<file path="config.mk">
export PLATFORM = sky130hd
export DESIGN_NAME = sprite_render
export DESIGN_NICKNAME = d
export VERILOG_FILES = /design/src/rtl/sprite_render.sv
export SDC_FILE = /design/constraint.sdc
export NUM_CORES = 1
export LEC_CHECK = 0
export ABC_AREA = 1
export ABC_CLOCK_PERIOD_IN_PS = 7200
export BUFFER_PORTS_ARGS = -buffer_cell sky130_fd_sc_hd__clkbuf_2
export CAP_MARGIN = 15
export CORE_AREA = 2 2 115 117
export CTS_BUF_LIST = sky130_fd_sc_hd__clkbuf_8
export DETAILED_ROUTE_END_ITERATION = 7
export DIE_AREA = 0 0 117 119
export PLACE_DENSITY_LB_ADDON = 0.08
export SYNTH_ARGS = -nofsm -noshare
export SYNTH_HDL_FRONTEND = slang
export SYNTH_SLANG_ARGS = --single-unit
export TNS_END_PERCENT = 1
</file>
<file path="constraint.sdc">
create_clock -name vga_clk -period 7.2 [get_ports vga_clk]
set_clock_uncertainty 0.15 [all_clocks]
set_input_delay 1.08 -clock vga_clk [delete_from_list [all_inputs] [get_ports vga_clk]]
set_output_delay 1.08 -clock vga_clk [all_outputs]
set_load 0.02 [all_outputs]
</file>
<file path="src/rtl/sprite_render.sv">
// Sprite overlay for a scan-out pipeline: a 3-cycle path of hit test, ROM address, palette and pixel mux.
// Define SPRITE_SCALE2X_EN to draw the sprite at twice its size.
module sprite_render #(
  parameter int unsigned SPR_W      = 64,
  parameter int unsigned SPR_H      = 64,
  parameter int unsigned IDX_W      = 3,
  parameter int unsigned FRAMES     = 4,
  parameter int unsigned FRAME_DIV  = 8,
  parameter int unsigned TRANSP_IDX = 0,
  localparam int unsigned ADDR_W    = $clog2(FRAMES * SPR_W * SPR_H),
  localparam int unsigned FI_W      = (FRAMES > 1) ? $clog2(FRAMES) : 1
) (
  input  logic              vga_clk,
  input  logic              rst_n,
  input  logic [9:0]        draw_x,
  input  logic [9:0]        draw_y,
  input  logic              blank,
  input  logic              vsync,
  input  logic [9:0]        pos_x,
  input  logic [9:0]        pos_y,
  input  logic              flip_h,
  input  logic              anim_en,
  input  logic [3:0]        bg_red,
  input  logic [3:0]        bg_green,
  input  logic [3:0]        bg_blue,
  output logic [ADDR_W-1:0] rom_addr,
  input  logic [IDX_W-1:0]  rom_q,
  output logic [IDX_W-1:0]  pal_idx,
  input  logic [3:0]        pal_red,
  input  logic [3:0]        pal_green,
  input  logic [3:0]        pal_blue,
  output logic [3:0]        red,
  output logic [3:0]        green,
  output logic [3:0]        blue,
  output logic [FI_W-1:0]   frame_idx
);

  localparam int unsigned DIV_W    = (FRAME_DIV > 1) ? $clog2(FRAME_DIV) : 1;
  localparam int unsigned FRAME_SZ = SPR_W * SPR_H;
`ifdef SPRITE_SCALE2X_EN
  localparam int unsigned HIT_W = 2 * SPR_W;
  localparam int unsigned HIT_H = 2 * SPR_H;
`else
  localparam int unsigned HIT_W = SPR_W;
  localparam int unsigned HIT_H = SPR_H;
`endif

  logic [9:0]        shx_q, shx_d, shy_q, shy_d;
  logic              shflip_q, shflip_d;
  logic              vsync_q;
  logic [DIV_W-1:0]  div_q, div_d;
  logic [FI_W-1:0]   frame_q, frame_d;
  logic [ADDR_W-1:0] addr_q, addr_d;
  logic              hit1_q, blank1_q, hit2_q, blank2_q;
  logic [3:0]        red_q, red_d, green_q, green_d, blue_q, blue_d;

  logic              vs_fall;
  logic              hit;
  logic [10:0]       x11, y11, sx11, sy11, dx, dy, off_x, off_y, col;

  assign vs_fall = vsync_q & ~vsync;

  // Position/flip shadows and the animation divider move only on vsync fall.
  always_comb begin
    shx_d    = shx_q;
    shy_d    = shy_q;
    shflip_d = shflip_q;
    div_d    = div_q;
    frame_d  = frame_q;
    if (vs_fall) begin
      shx_d    = pos_x;
      shy_d    = pos_y;
      shflip_d = flip_h;
      if (anim_en) begin
        if (div_q == DIV_W'(FRAME_DIV - 1)) begin
          div_d   = '0;
          frame_d = (frame_q == FI_W'(FRAMES - 1)) ? '0 : frame_q + FI_W'(1);
        end else begin
          div_d = div_q + DIV_W'(1);
        end
      end
    end
    if (FRAMES == 1) frame_d = '0;
  end

  // 11-bit compare keeps a sprite near column 1023 from wrapping to column 0.
  always_comb begin
    x11  = {1'b0, draw_x};
    y11  = {1'b0, draw_y};
    sx11 = {1'b0, shx_q};
    sy11 = {1'b0, shy_q};
    dx   = x11 - sx11;
    dy   = y11 - sy11;
`ifdef SPRITE_SCALE2X_EN
    off_x = dx >> 1;
    off_y = dy >> 1;
`else
    off_x = dx;
    off_y = dy;
`endif
    col    = shflip_q ? (11'(SPR_W - 1) - off_x) : off_x;
    hit    = (x11 >= sx11) && (x11 < sx11 + 11'(HIT_W)) &&
             (y11 >= sy11) && (y11 < sy11 + 11'(HIT_H));
    addr_d = ADDR_W'(frame_q) * ADDR_W'(FRAME_SZ) +
             ADDR_W'(off_y) * ADDR_W'(SPR_W) + ADDR_W'(col);
  end

  assign pal_idx = rom_q;

  // Final pixel mux, fed by the hit/blank stages aligned with rom_q.
  always_comb begin
    red_d   = 4'h0;
    green_d = 4'h0;
    blue_d  = 4'h0;
    if (blank2_q) begin
      if (!hit2_q || (rom_q == IDX_W'(TRANSP_IDX))) begin
        red_d   = bg_red;
        green_d = bg_green;
        blue_d  = bg_blue;
      end else begin
        red_d   = pal_red;
        green_d = pal_green;
        blue_d  = pal_blue;
      end
    end
  end

  always_ff @(posedge vga_clk or negedge rst_n) begin
    if (!rst_n) begin
      shx_q    <= '0;
      shy_q    <= '0;
      shflip_q <= 1'b0;
      vsync_q  <= 1'b0;
      div_q    <= '0;
      frame_q  <= '0;
      addr_q   <= '0;
      hit1_q   <= 1'b0;
      blank1_q <= 1'b0;
      hit2_q   <= 1'b0;
      blank2_q <= 1'b0;
      red_q    <= 4'h0;
      green_q  <= 4'h0;
      blue_q   <= 4'h0;
    end else begin
      shx_q    <= shx_d;
      shy_q    <= shy_d;
      shflip_q <= shflip_d;
      vsync_q  <= vsync;
      div_q    <= div_d;
      frame_q  <= frame_d;
      addr_q   <= addr_d;
      hit1_q   <= hit;
      blank1_q <= blank;
      hit2_q   <= hit1_q;
      blank2_q <= blank1_q;
      red_q    <= red_d;
      green_q  <= green_d;
      blue_q   <= blue_d;
    end
  end

  assign rom_addr  = addr_q;
  assign frame_idx = frame_q;
  assign red       = red_q;
  assign green     = green_q;
  assign blue      = blue_q;

endmodule

</file>
==> impl_results.rst <==
.. list-table::
   :header-rows: 1

   * - Metric
     - Value
   * - Detailed placement HPWL
     - 7110 microns
   * - Highest clock rate
     - 263 MHz
   * - Worst hold path class
     - reg2reg
   * - Total of warnings raised by yosys
     - 0
   * - Clock latency at the later pin of the worst-skew pair
     - 350 ps
   * - Mean post-synth cell area
     - 8.04 sq um
   * - Leak
     - 2.53 nW
   * - Number of nets in the finished design
     - 689
   * - Remaining antenna violation count after routing
     - 0
   * - Cell area after technology mapping
     - 3760 sq um
   * - Largest net degree at the start of global routing
     - 58
   * - Final hold violation count
     - 0
   * - Status
     - completed
   * - Num Clock Sinks
     - 57
   * - Endpoint class of the critical path
     - register
   * - Worst hold path stage count
     - 0
   * - Count of hold-fix buffers inserted at cts
     - 0
   * - Total iterations of the first detailed-routing run
     - 4
   * - Flip-flop and latch count after synthesis
     - 57
   * - Area of all placed cells without fillers
     - 4680 sq um
   * - Number of design rule violations left after detail routing
     - 0
   * - Clock transition time at the flip-flop clock pins of the worst setup and hold paths
     - 70 ps
   * - Total Routing Usage GR
     - 0.141
   * - FP Rows
     - 42
   * - Die outline area
     - 13900 sq um
   * - Crit-path max FO
     - 5
   * - Number of antenna cells inserted
     - 0
   * - Number of enable-type register cells in the synthesized netlist
     - 0
   * - Final core utilization
     - 0.364
   * - Arrival @ worst endpoint
     - 3890 ps
   * - Start point of the worst hold path
     - blank1_q$_DFF_PN0_
   * - Buffer cell driving the clock tree root
     - clkbuf_8
   * - Pwr Density
     - 288 nW/um^2
   * - Number of gates given a new drive strength after cts
     - 0
   * - Worst Slack Setup Final
     - 3400 ps
   * - H-tree depth reported by CTS
     - 3
   * - Number of standard cells after synthesis
     - 467
   * - Number of buffers inserted during clock tree synthesis
     - 9
   * - Post-CTS setup repair buffer count
     - 0
   * - Worst vdd rail ir drop
     - 0.0708 mV
   * - Number of global-route vias before repair
     - 3252
   * - Drt via density
     - 4.31
   * - Die outline width
     - 117 microns
   * - Worst setup startpoint
     - draw_x[0]
   * - Maximum number of buffers from clock root to sink
     - 2
   * - Ys flop type
     - dfrtp_1
   * - Initial antenna violation count
     - 0
   * - Minimum setup slack among reg-to-reg paths
     - 3890 ps
   * - Fraction of synthesis flops using an asynchronous set or reset pin
     - 1.00
   * - Headroom to the max-slew limit
     - 0.488
   * - Reg2Reg Launch Point
     - shx_q[0]$_DFFE_PN0P_
   * - Growth of design area from synthesis to finish
     - 24.7%
   * - Share of post-route cells with drive strength above 1
     - 0.256
   * - Part of the Yosys area used for sequential elements
     - 0.380
   * - Area after detailed placement
     - 4450 sq um
   * - RSZ-0062 raised after global routing
     - no
   * - Number of buffer cells added on primary ports
     - 103
   * - Setup TNS
     - 0 ps
   * - Sum of overflow across all layers after global routing
     - 0
   * - Placement-stage worst setup slack
     - 3050 ps
   * - Length in cells of the worst reg-to-reg path
     - 19
   * - Shortest clock period the worst path allows after layout
     - 3800 ps
   * - Placer Congestion
     - 0.807
   * - Kind of launch point of the worst setup path
     - input port
   * - Worst Hold End
     - blank2_q$_DFF_PN0_
   * - Max-cap violations
     - 0
   * - CP required
     - 7290 ps
   * - Net count of the mapped netlist
     - 583
   * - Wire length of the first global-routing pass
     - 15100 microns
   * - Clock tree from TritonCTS
     - yes
   * - Portion of the clock cycle consumed by the worst path in the final layout
     - 0.528
   * - Final wirelength
     - 8990 microns
   * - Initial Util
     - 0.292
   * - Number of vias in the routed layout
     - 3250
   * - Category of the critical setup timing path
     - in2reg
   * - Setup-violating endpoint count in the final report
     - 0
   * - Actual transition at the worst max-transition pin
     - 768 ps
   * - Endpoint of the worst register-to-register path
     - rom_addr[12]$_DFF_PN0_
   * - Initial DRC count
     - 97
   * - Distinct cells, synth
     - 33
   * - Y dimension of the die
     - 119 microns
   * - Placeable core region
     - 12900 sq um
   * - Number of max-slew violations in the final report
     - 0
   * - DR WL/cell
     - 11.9 microns
   * - Ports placed on the boundary
     - 104
   * - WHS
     - 205 ps
## worst max-delay path: stages
cell and delay, ps:
clkbuf_2 80, inv_1 50, ha_1 140, inv_1 90
fa_1 400, nand3_1 100, nand3_2 100, nand2_1 100
nand2_1 50, nand2_1 50, nand2_1 100, ha_1 190
inv_1 100, nand2_1 70, xor2_1 170, ha_1 370
nand2_1 60, o21ai_0 200, and2_1 180, o21ai_1 70
xnor2_1 120
## synthesized netlist by cell type (3+ instances only)
cell / n / area, sq um
nand2_1: 110 / 413
inv_1: 66 / 248
dfrtp_1: 57 / 1430
ha_1: 40 / 500
nor2_1: 40 / 150
o21ai_0: 31 / 155
nand3_1: 20 / 100
a21oi_1: 14 / 70.1
xor2_1: 14 / 123
nand2_2: 11 / 68.8
xnor2_1: 10 / 87.6
clkbuf_1: 6 / 22.5
o21ai_1: 6 / 30.0
nand3_2: 5 / 50.1
nand4_1: 5 / 31.3
buf_4: 3 / 22.5
fa_1: 3 / 60.1
inv_2: 3 / 11.3
nand3b_1: 3 / 22.5
nor2_2: 3 / 18.8
o211ai_1: 3 / 22.5
o21a_1: 3 / 22.5
## where the power goes
part / switching, mW / internal, mW
registers: 0.0361 / 0.396
logic: 0.349 / 0.219
clock network: 0.135 / 0.212
## cells in the final DEF, fill, tap and decap left out, types with 14 or more instances in the layout
master,Yosys,routed
inv_1,66,66
xor2_1,14,14
clkbuf_2,0,103
ha_1,40,40
nor2_1,40,40
a21oi_1,14,14
nand3_1,20,20
dfrtp_1,57,57
nand2_1,110,110
o21ai_0,31,31
## stage by stage
stage	total power, mW	std cells
floorplan	0.842	467
global placement	1.00	738
detailed placement	1.01	738
CTS	1.38	754
global route	1.47	754
finish	1.35	754
## sequential cells by signal, summed over array words and instances, names as in the netlist, 2 cells and up
register	cells
rom_addr	14
div_q	3
blue	4
shy_q	10
frame_idx	2
red	4
green	4
shx_q	10
## kinds of logic (layout without fill, tap and decap cells)
family,after synthesis,after routing,share of synthesized area
simple gates,199,199,0.232
buf+inv,80,191,0.0853
compound gates,63,63,0.0946
flops,57,57,0.380
fa+ha+maj,43,43,0.149
xor+xnor,24,24,0.0560
mux,1,1,0.00300
## per-layer routing
metal  global-route usage  wire length (microns)
met5                    0                      0
met4               0.0618                    184
met3               0.0310                    473
met2                0.222                   4020
met1                0.184                   4310
## area by class of cell
type | count | area, sq um
Timing Repair Buffer | 106 | 538
Clock inverter | 5 | 77.6
Sequential cell | 57 | 1430
Inverter | 69 | 259
Tap cell | 176 | 220
Clock buffer | 11 | 151
Fill cell | 1401 | 8190
Multi-Input combinational cell | 330 | 2010
## worst max-delay path by stage
stage                     slack [ps]                endpoint  depth (start not counted)
after floorplan                 3390  rom_addr[12]$_DFF_PN0_                         20
after global placement          3090  rom_addr[13]$_DFF_PN0_                         21
after CTS                       3420  rom_addr[13]$_DFF_PN0_                         21
final                           3400  rom_addr[12]$_DFF_PN0_                         21
after detailed placement        3050  rom_addr[13]$_DFF_PN0_                         21
after global routing            3010  rom_addr[13]$_DFF_PN0_                         26
Note: power is estimated with default switching activity, not from simulation.
